$ cat src/rtl/sensor_conditioner_pkg.sv
// Shared types and default timing constants for the loop-detector conditioner.
package sensor_conditioner_pkg;

  localparam int unsigned DEFAULT_DEBOUNCE = 4;
  localparam int unsigned DEFAULT_HOLD     = 8;
  localparam int unsigned DEFAULT_CNT_W    = 8;
  localparam int unsigned TMR_W            = 8;

  typedef enum logic [1:0] {
    LANE_IDLE    = 2'd0,
    LANE_ARMING  = 2'd1,
    LANE_PRESENT = 2'd2,
    LANE_HOLD    = 2'd3
  } lane_state_e;

endpackage

$ cat src/rtl/sensor_lane.sv
// One road: synchronizer, debounce/hold FSM with timer, saturating arrival counter.
module sensor_lane
  import sensor_conditioner_pkg::*;
#(
  parameter int unsigned DEBOUNCE = DEFAULT_DEBOUNCE,
  parameter int unsigned HOLD     = DEFAULT_HOLD,
  parameter int unsigned CNT_W    = DEFAULT_CNT_W
) (
  input  logic             clk,
  input  logic             rst_n,
  input  logic             raw,
  input  logic             count_clr,
  output logic             present,
  output logic [CNT_W-1:0] cnt
);

  localparam logic [TMR_W-1:0] DEB_LAST  = TMR_W'(DEBOUNCE - 1);
  localparam logic [TMR_W-1:0] HOLD_LAST = TMR_W'(HOLD);
  localparam logic [CNT_W-1:0] CNT_MAX   = '1;

  logic             sync_q1;
  logic             sync_q2;
  lane_state_e      state_q;
  lane_state_e      state_d;
  logic [TMR_W-1:0] tmr_q;
  logic [TMR_W-1:0] tmr_d;
  logic             present_d;
  logic [CNT_W-1:0] cnt_d;
  logic             arrive_c;

  // Two-flop synchronizer for the asynchronous detector input.
  always_ff @(posedge clk or negedge rst_n) begin
    if (!rst_n) begin
      sync_q1 <= 1'b0;
      sync_q2 <= 1'b0;
    end else begin
      sync_q1 <= raw;
      sync_q2 <= sync_q1;
    end
  end

  // State, timer and registered outputs.
  always_ff @(posedge clk or negedge rst_n) begin
    if (!rst_n) begin
      state_q <= LANE_IDLE;
      tmr_q   <= '0;
      present <= 1'b0;
      cnt     <= '0;
    end else begin
      state_q <= state_d;
      tmr_q   <= tmr_d;
      present <= present_d;
      cnt     <= cnt_d;
    end
  end

  // Next-state logic.
  always_comb begin
    state_d = state_q;
    unique case (state_q)
      LANE_IDLE:    if (sync_q2) state_d = LANE_ARMING;
      LANE_ARMING:  if (!sync_q2) state_d = LANE_IDLE;
                    else if (tmr_q == DEB_LAST) state_d = LANE_PRESENT;
      LANE_PRESENT: if (!sync_q2) state_d = LANE_HOLD;
      LANE_HOLD:    if (sync_q2) state_d = LANE_PRESENT;
                    else if (tmr_q == HOLD_LAST) state_d = LANE_IDLE;
      default:      state_d = LANE_IDLE;
    endcase
  end

  // Timer, presence and counter updates; only a debounced arrival counts.
  always_comb begin
    tmr_d     = tmr_q;
    present_d = (state_d == LANE_PRESENT) || (state_d == LANE_HOLD);
    arrive_c  = (state_q == LANE_ARMING) && (state_d == LANE_PRESENT);
    cnt_d     = cnt;
    unique case (state_q)
      LANE_IDLE:    if (sync_q2) tmr_d = TMR_W'(1);
      LANE_ARMING:  if (state_d == LANE_ARMING) tmr_d = tmr_q + TMR_W'(1);
      LANE_PRESENT: if (!sync_q2) tmr_d = TMR_W'(1);
      LANE_HOLD:    if (state_d == LANE_HOLD) tmr_d = tmr_q + TMR_W'(1);
      default:      tmr_d = '0;
    endcase
    if (count_clr) begin
      cnt_d = arrive_c ? CNT_W'(1) : '0;
    end else if (arrive_c && (cnt != CNT_MAX)) begin
      cnt_d = cnt + CNT_W'(1);
    end
  end

endmodule

$ cat src/rtl/sensor_conditioner.sv
// Two-road loop-detector conditioner feeding the traffic light controller.
module sensor_conditioner
  import sensor_conditioner_pkg::*;
#(
  parameter int unsigned DEBOUNCE = DEFAULT_DEBOUNCE,
  parameter int unsigned HOLD     = DEFAULT_HOLD,
  parameter int unsigned CNT_W    = DEFAULT_CNT_W
) (
  input  logic             clk,
  input  logic             reset,
  input  logic             raw_a,
  input  logic             raw_b,
  input  logic             count_clr,
  output logic             ta,
  output logic             tb,
  output logic [CNT_W-1:0] cnt_a,
  output logic [CNT_W-1:0] cnt_b
);

  sensor_lane #(.DEBOUNCE(DEBOUNCE), .HOLD(HOLD), .CNT_W(CNT_W)) u_lane_a (
    .clk       (clk),
    .rst_n     (reset),
    .raw       (raw_a),
    .count_clr (count_clr),
    .present   (ta),
    .cnt       (cnt_a)
  );

  sensor_lane #(.DEBOUNCE(DEBOUNCE), .HOLD(HOLD), .CNT_W(CNT_W)) u_lane_b (
    .clk       (clk),
    .rst_n     (reset),
    .raw       (raw_b),
    .count_clr (count_clr),
    .present   (tb),
    .cnt       (cnt_b)
  );

endmodule
$ cat config.mk
export PLATFORM = sky130hd
export DESIGN_NAME = sensor_conditioner
export DESIGN_NICKNAME = d
export VERILOG_FILES = /design/src/rtl/sensor_conditioner_pkg.sv /design/src/rtl/sensor_lane.sv /design/src/rtl/sensor_conditioner.sv
export SDC_FILE = /design/constraint.sdc
export NUM_CORES = 1
export LEC_CHECK = 0
export CORE_AREA = 10 10 79 81
export CTS_CLUSTER_DIAMETER = 80
export DETAILED_ROUTE_END_ITERATION = 7
export DIE_AREA = 0 0 89 91
export GPL_TIMING_DRIVEN = 0
export PLACE_DENSITY = 0.66
export SYNTH_ARGS = -nofsm -noshare
export SYNTH_HDL_FRONTEND = slang
export SYNTH_SLANG_ARGS = --single-unit
$ cat constraint.sdc
create_clock -name clk -period 2.6 [get_ports clk]
set_clock_uncertainty 0.05 [all_clocks]
set_input_delay 0.26 -clock clk [delete_from_list [all_inputs] [get_ports clk]]
set_output_delay 0.26 -clock clk [all_outputs]
set_load 0.05 [all_outputs]
# Yosys cells after proc, flatten, opt, wreduce, memory -nomap -nowiden
# Index checks and enable logic that the tools add are counted.
# word_totals
reg_bits,42
input_bits,5
wordCells,84
out_inout_bits,18
# classes
n_mux,30
add_sub_neg,4
eq_ne,26
n_reduce_logical,12
# ops
op,count
$mux W8,12
$pmux W8 S4,2
$add A8 B1 Y8 const B,4
$mux W2,12
$eq A2 B2 Y1 const B,8
$eq A8 B2 Y1 const B,2
$eq A8 B4 Y1 const B,2
$ne A8 B8 Y1 const B,2
$pmux W2 S4,2
$eq A2 B1 Y1 const B,4
$ne A2 B1 Y1 const B,4
$ne A2 B2 Y1 const B,4
$reduce_and A4 Y1,2
$logic_and A1 B1 Y1,4
$logic_not A2 Y1,2
$reduce_bool A2 Y1,2
$logic_or A1 B1 Y1,2
$mux W1,2

# Longest topological paths before layout
# logic_depth
ltp_word,9
ltp_mapped,7
depth_no_buf,6

# Cells and area by module
# From an unflattened synthesis, not the netlist that was laid out.
# unflattened
hier_cells,246
hier_area_um2,2332.2
# modules_own_cells
mod,area_per_inst_um2,cells_each,instances
sensor_lane,1166.1,123,2

# Least setup slack after synthesis
# Ideal clock, no wire load.
# synth_path
path_kind,register to register
startpoint,reg u_lane_a.cnt[0]
endpoint,reg u_lane_a.cnt[5]
stages_incl_launch_ff,7
t_arrival_ps,1709
setup_slack_ps,709
n_path_buf,0
path_cell_list,dfrtp_1 -> ha_1 -> nand3_1 -> o2111ai_2 -> nor3_1 -> xnor2_1 -> nor2_1
# synth_between
elab_chain_len,3
elab_cells_between_ends,6
classes_between,1 x add/sub; 1 x eq/ne; 2 x mux; 2 x reduce/logical
# synth_lines
item,line,text
"start, declared",sensor_lane.sv:14,output logic [CNT_W-1:0] cnt
"start signal, assigned",sensor_lane.sv:53,cnt <= cnt_d;
$add A8 B1 Y8 or $ne A8 B8 Y1 (tied branches),"sensor_lane.sv:87, sensor_lane.sv:86",
$mux W8 or $logic_and A1 B1 Y1 (tied branches),sensor_lane.sv:86,end else if (arrive_c && (cnt != CNT_MAX)) begin
$mux W8 or $reduce_bool A2 Y1 (tied branches),--,
# Parallel ways exist; a longest one is shown, timed or not. The select of a mux whose other input is x is not followed.
# A chain may end at the register's enable or synchronous reset.

# Final worst setup path
# layout_path
startpoint,reg u_lane_a.tmr_q[0]
endpoint,reg u_lane_a.tmr_q[3]
# layout_between
elab_chain_len,7
elab_cells_between_ends,16
classes_between,1 x add/sub; 6 x eq/ne; 8 x mux; 1 x reduce/logical
# layout_lines
item,line,text
"start, declared",sensor_lane.sv:25,logic [TMR_W-1:0] tmr_q;
"start signal, assigned",sensor_lane.sv:51,tmr_q <= tmr_d;
$eq A8 B4 Y1 or $eq A8 B2 Y1 (tied branches),"sensor_lane.sv:66, sensor_lane.sv:63",
"$mux W2, on equally long branches","sensor_lane.sv:66, sensor_lane.sv:63",
"$mux W2, on equally long branches","sensor_lane.sv:65, sensor_lane.sv:62",
$pmux W2 S4,sensor_lane.sv:60,unique case (state_q)
$eq A2 B1 Y1 or $eq A2 B2 Y1 (tied branches),"sensor_lane.sv:79, sensor_lane.sv:81",
$ne A2 B2 Y1 (no source line) or $ne A2 B1 Y1 (tied branches),--,
$reduce_and A4 Y1 (no source line),--,
# Parallel ways exist; a longest one is shown, timed or not. The select of a mux whose other input is x is not followed.

==> impl_metrics.toml <==
[timing]
slew_headroom = 0.658
rsz0062_at_grt = "false"
tightest_slew_ns = 0.511
report.final.slew_viol_count = 0
hold_viol = 0
period_share = 0.792
setup-violations-final = 0
max_freq_mhz = 486
post-route-min-period_ns = 2.06
setup_tns_ns = 0
finalWorstSetupSlack_ns = 0.542

[synthesis]
ys_seq_area_frac = 0.484
synth_cell_types = 42
synth_compound_area_frac = 0.131
syn-cell-area_um2 = 2170
synthCells = 222
synth_flop_cell = "dfrtp_1"
synth_top_family_by_area = "simple AND/OR/NAND/NOR gates"
synth-simple-area-share = 0.262
avgSynthCellArea_um2 = 9.78
yosysWarnings = 0
synthAdderAreaFrac = 0.0346
synth_xor_xnor_area_share = 0.0444
syn-num-nets = 233
synth_edf_count = 0
ys_ff_latch = 42
muxShareOfSynthArea = 0.0184
synth-async-reset-ratio = 1.00

[floorplan]
dieArea_um2 = 8100
num_rows = 25
coreArea_um2 = 4660
io_pins = 23
die_y_um = 91
initial_core_util = 0.466
die_w_um = 89

[power]
switchingPower_uw = 571
p_leak_uw = 0.00105
intPower_uw = 1110
p_sw_frac = 0.340
seqPwrFrac = 0.498
irDropWorstVdd_mv = 0.239
power_frac_clock = 0.263
combPwrFrac = 0.240
powerDensity_nw_per_um2 = 655

[run]
maxCapViolCount = 0

[global_routing]
overflow = 0
track_usage = 0.114
grt_pass1_vias = 1616
grt_pass1_wl_um = 7530
antenna_found_initial = 0
grt_max_degree = 30

[setup_path]
cp.required_ns = 2.78
startpoint = "u_lane_a.tmr_q[0]"
critPathMostFrequentCell = "a21oi_1"
crit_chain = "ha_1 > nor4b_1 > a21oi_1 > nor2_2 > or3_1 > a21oi_1"
critPathSlowestCell = "a21oi_1"
end_kind = "flop"
cp_max_fo = 8
cp-start-kind = "flop"
crit_type = "flop to flop"
reg2reg_from = "u_lane_a.tmr_q[0]"
slowest_delay_ns = 0.42
arrival_ns = 2.23

[clock_network]
insertion_delay_ns = 0.30
cts-htree-levels = 2
cts_root_buffer = "clkbuf_8"
cts_buffers = 5
cts_hold_buf = 1
cts_tree = "done"
cts.path.max_buffers = 2
cts_sinks = 42
clk_pin_slew_ns = 0.08
post_cts_resized = 0
cts_setup_buffers = 0

[place]
gp_congestion = 0.821
placed_area_um2 = 2460
place_ws_ns = 0.572
dp_hpwl_um = 3210
port_buffers = 21

[final_layout]
design.final.nets = 263
final_area_um2 = 2570
syn2layout_area_growth_pct = 18.1
drive_gt1_frac = 0.0870
diodes = 0
final_cell_mix = "42 x dfrtp_1, 24 x nor2_1, 23 x nand2_1"
final_common_cell = "dfrtp_1"
utilization = 0.551

[worst_hold_path]
worstHoldPathType = "flop to flop"
hold_start = "u_lane_a.sync_q1"

[route]
wire_per_inst_um = 14.2
drc_errors = 0
drt_wl_total_um = 4360
vias_per_cell = 5.52
drt-initial-drc-count = 75
routed-via-count = 1694
drtPass1Iterations = 4
ant_nets = 0

[run_status]
outcome = "finished, final reports clean"
-- layer usage --
layer | share of wire | GRT usage | wire length [um]
met5 | 0 | 0 | 0
met4 | 0.020 | 0.0504 | 85
met3 | 0.065 | 0.0375 | 283
met2 | 0.45 | 0.175 | 1950
met1 | 0.47 | 0.141 | 2040
-- registers in the layout, indices dropped and copies added, names as in the netlist --
signal            count
u_lane_a.sync_q2      1
u_lane_a.present      1
u_lane_b.sync_q1      1
u_lane_a.cnt          8
u_lane_a.tmr_q        8
u_lane_b.present      1
u_lane_b.tmr_q        8
u_lane_b.cnt          8
u_lane_b.sync_q2      1
u_lane_a.sync_q1      1
u_lane_b.state_q      2
u_lane_a.state_q      2
-- path summary, 6_finish.rpt --
| kind | slack [ns] | depth (start not counted) | end |
|---|---|---|---|
| min reg2reg | 0.31 | 0 | u_lane_a.sync_q2 |
| max | 0.54 | 6 | u_lane_a.tmr_q[3] |
| max in group asynchronous | 1.69 | 3 | u_lane_b.tmr_q[2] |
| min | 0.31 | 0 | u_lane_a.sync_q2 |
| max reg2reg | 0.54 | 6 | u_lane_a.tmr_q[3] |
| min in group asynchronous | 0.34 | 2 | u_lane_a.cnt[4] |
-- cell families after synthesis --
logic type      after synthesis
xor+xnor                     11
flops                        42
mux                           4
compound gates               44
simple gates                102
fa+ha+maj                     6
buf+inv                      13
-- synth_stat cells, types with 2 or more instances --
library cell  count  area share
nand2_1          23       0.040
a21oi_1          13       0.030
o211ai_1          3       0.010
dfrtp_1          42        0.48
xor2_1            4       0.016
nand3_1          14       0.032
nor2b_1           2      0.0058
or3_1             7       0.020
nor2_2            2      0.0058
nor3_1            4      0.0092
mux2i_1           4       0.018
o2111ai_2         2       0.014
nand2b_1          5       0.014
inv_1             8       0.014
clkbuf_1          2      0.0035
nor3_2            3       0.014
o21ai_0          17       0.039
nand3b_1          4       0.014
xnor2_1           7       0.028
nand4_1           4       0.012
ha_1              6       0.035
o221ai_1          2      0.0081
and3_1            2      0.0058
nor2_1           24       0.041
-- power by group through the flow --
stage	clock network, uW	registers [uW]	logic, uW
after floorplan	0	860	269
after global placement	0	847	392
after detailed placement	0	850	407
after CTS	453	836	410
after global routing	482	854	458
final	441	836	403
-- worst max-delay path, delay by kind of cell, from the launching register on --
kind                     cells  cell delay [ns]
adder cells (fa/ha/maj)      1             0.27
flip-flops                   1             0.41
AND/OR/NAND/NOR              3             0.69
AO/OA/AOI/OAI                2             0.56
-- cell type report --
class / count / area, um2
fillers: 429 / 2090
inverters: 8 / 30.0
repair buffers: 23 / 235
flip-flops and latches: 42 / 1050
well taps: 54 / 67.6
clock inverters: 1 / 5.00
plain buffers: 5 / 27.5
clock buffers: 7 / 86.3
multi-input cells: 167 / 1060
-- stage by stage --
step | hold slack, ns | total power, uW | instances
floorplan | -0.0856 | 1130 | 222
global placement | 0.292 | 1240 | 297
detailed placement | 0.146 | 1260 | 298
CTS | 0.307 | 1700 | 307
global route | 0.323 | 1790 | 307
finish | 0.305 | 1680 | 307
No activity file was read; power rests on OpenSTA's default activity.
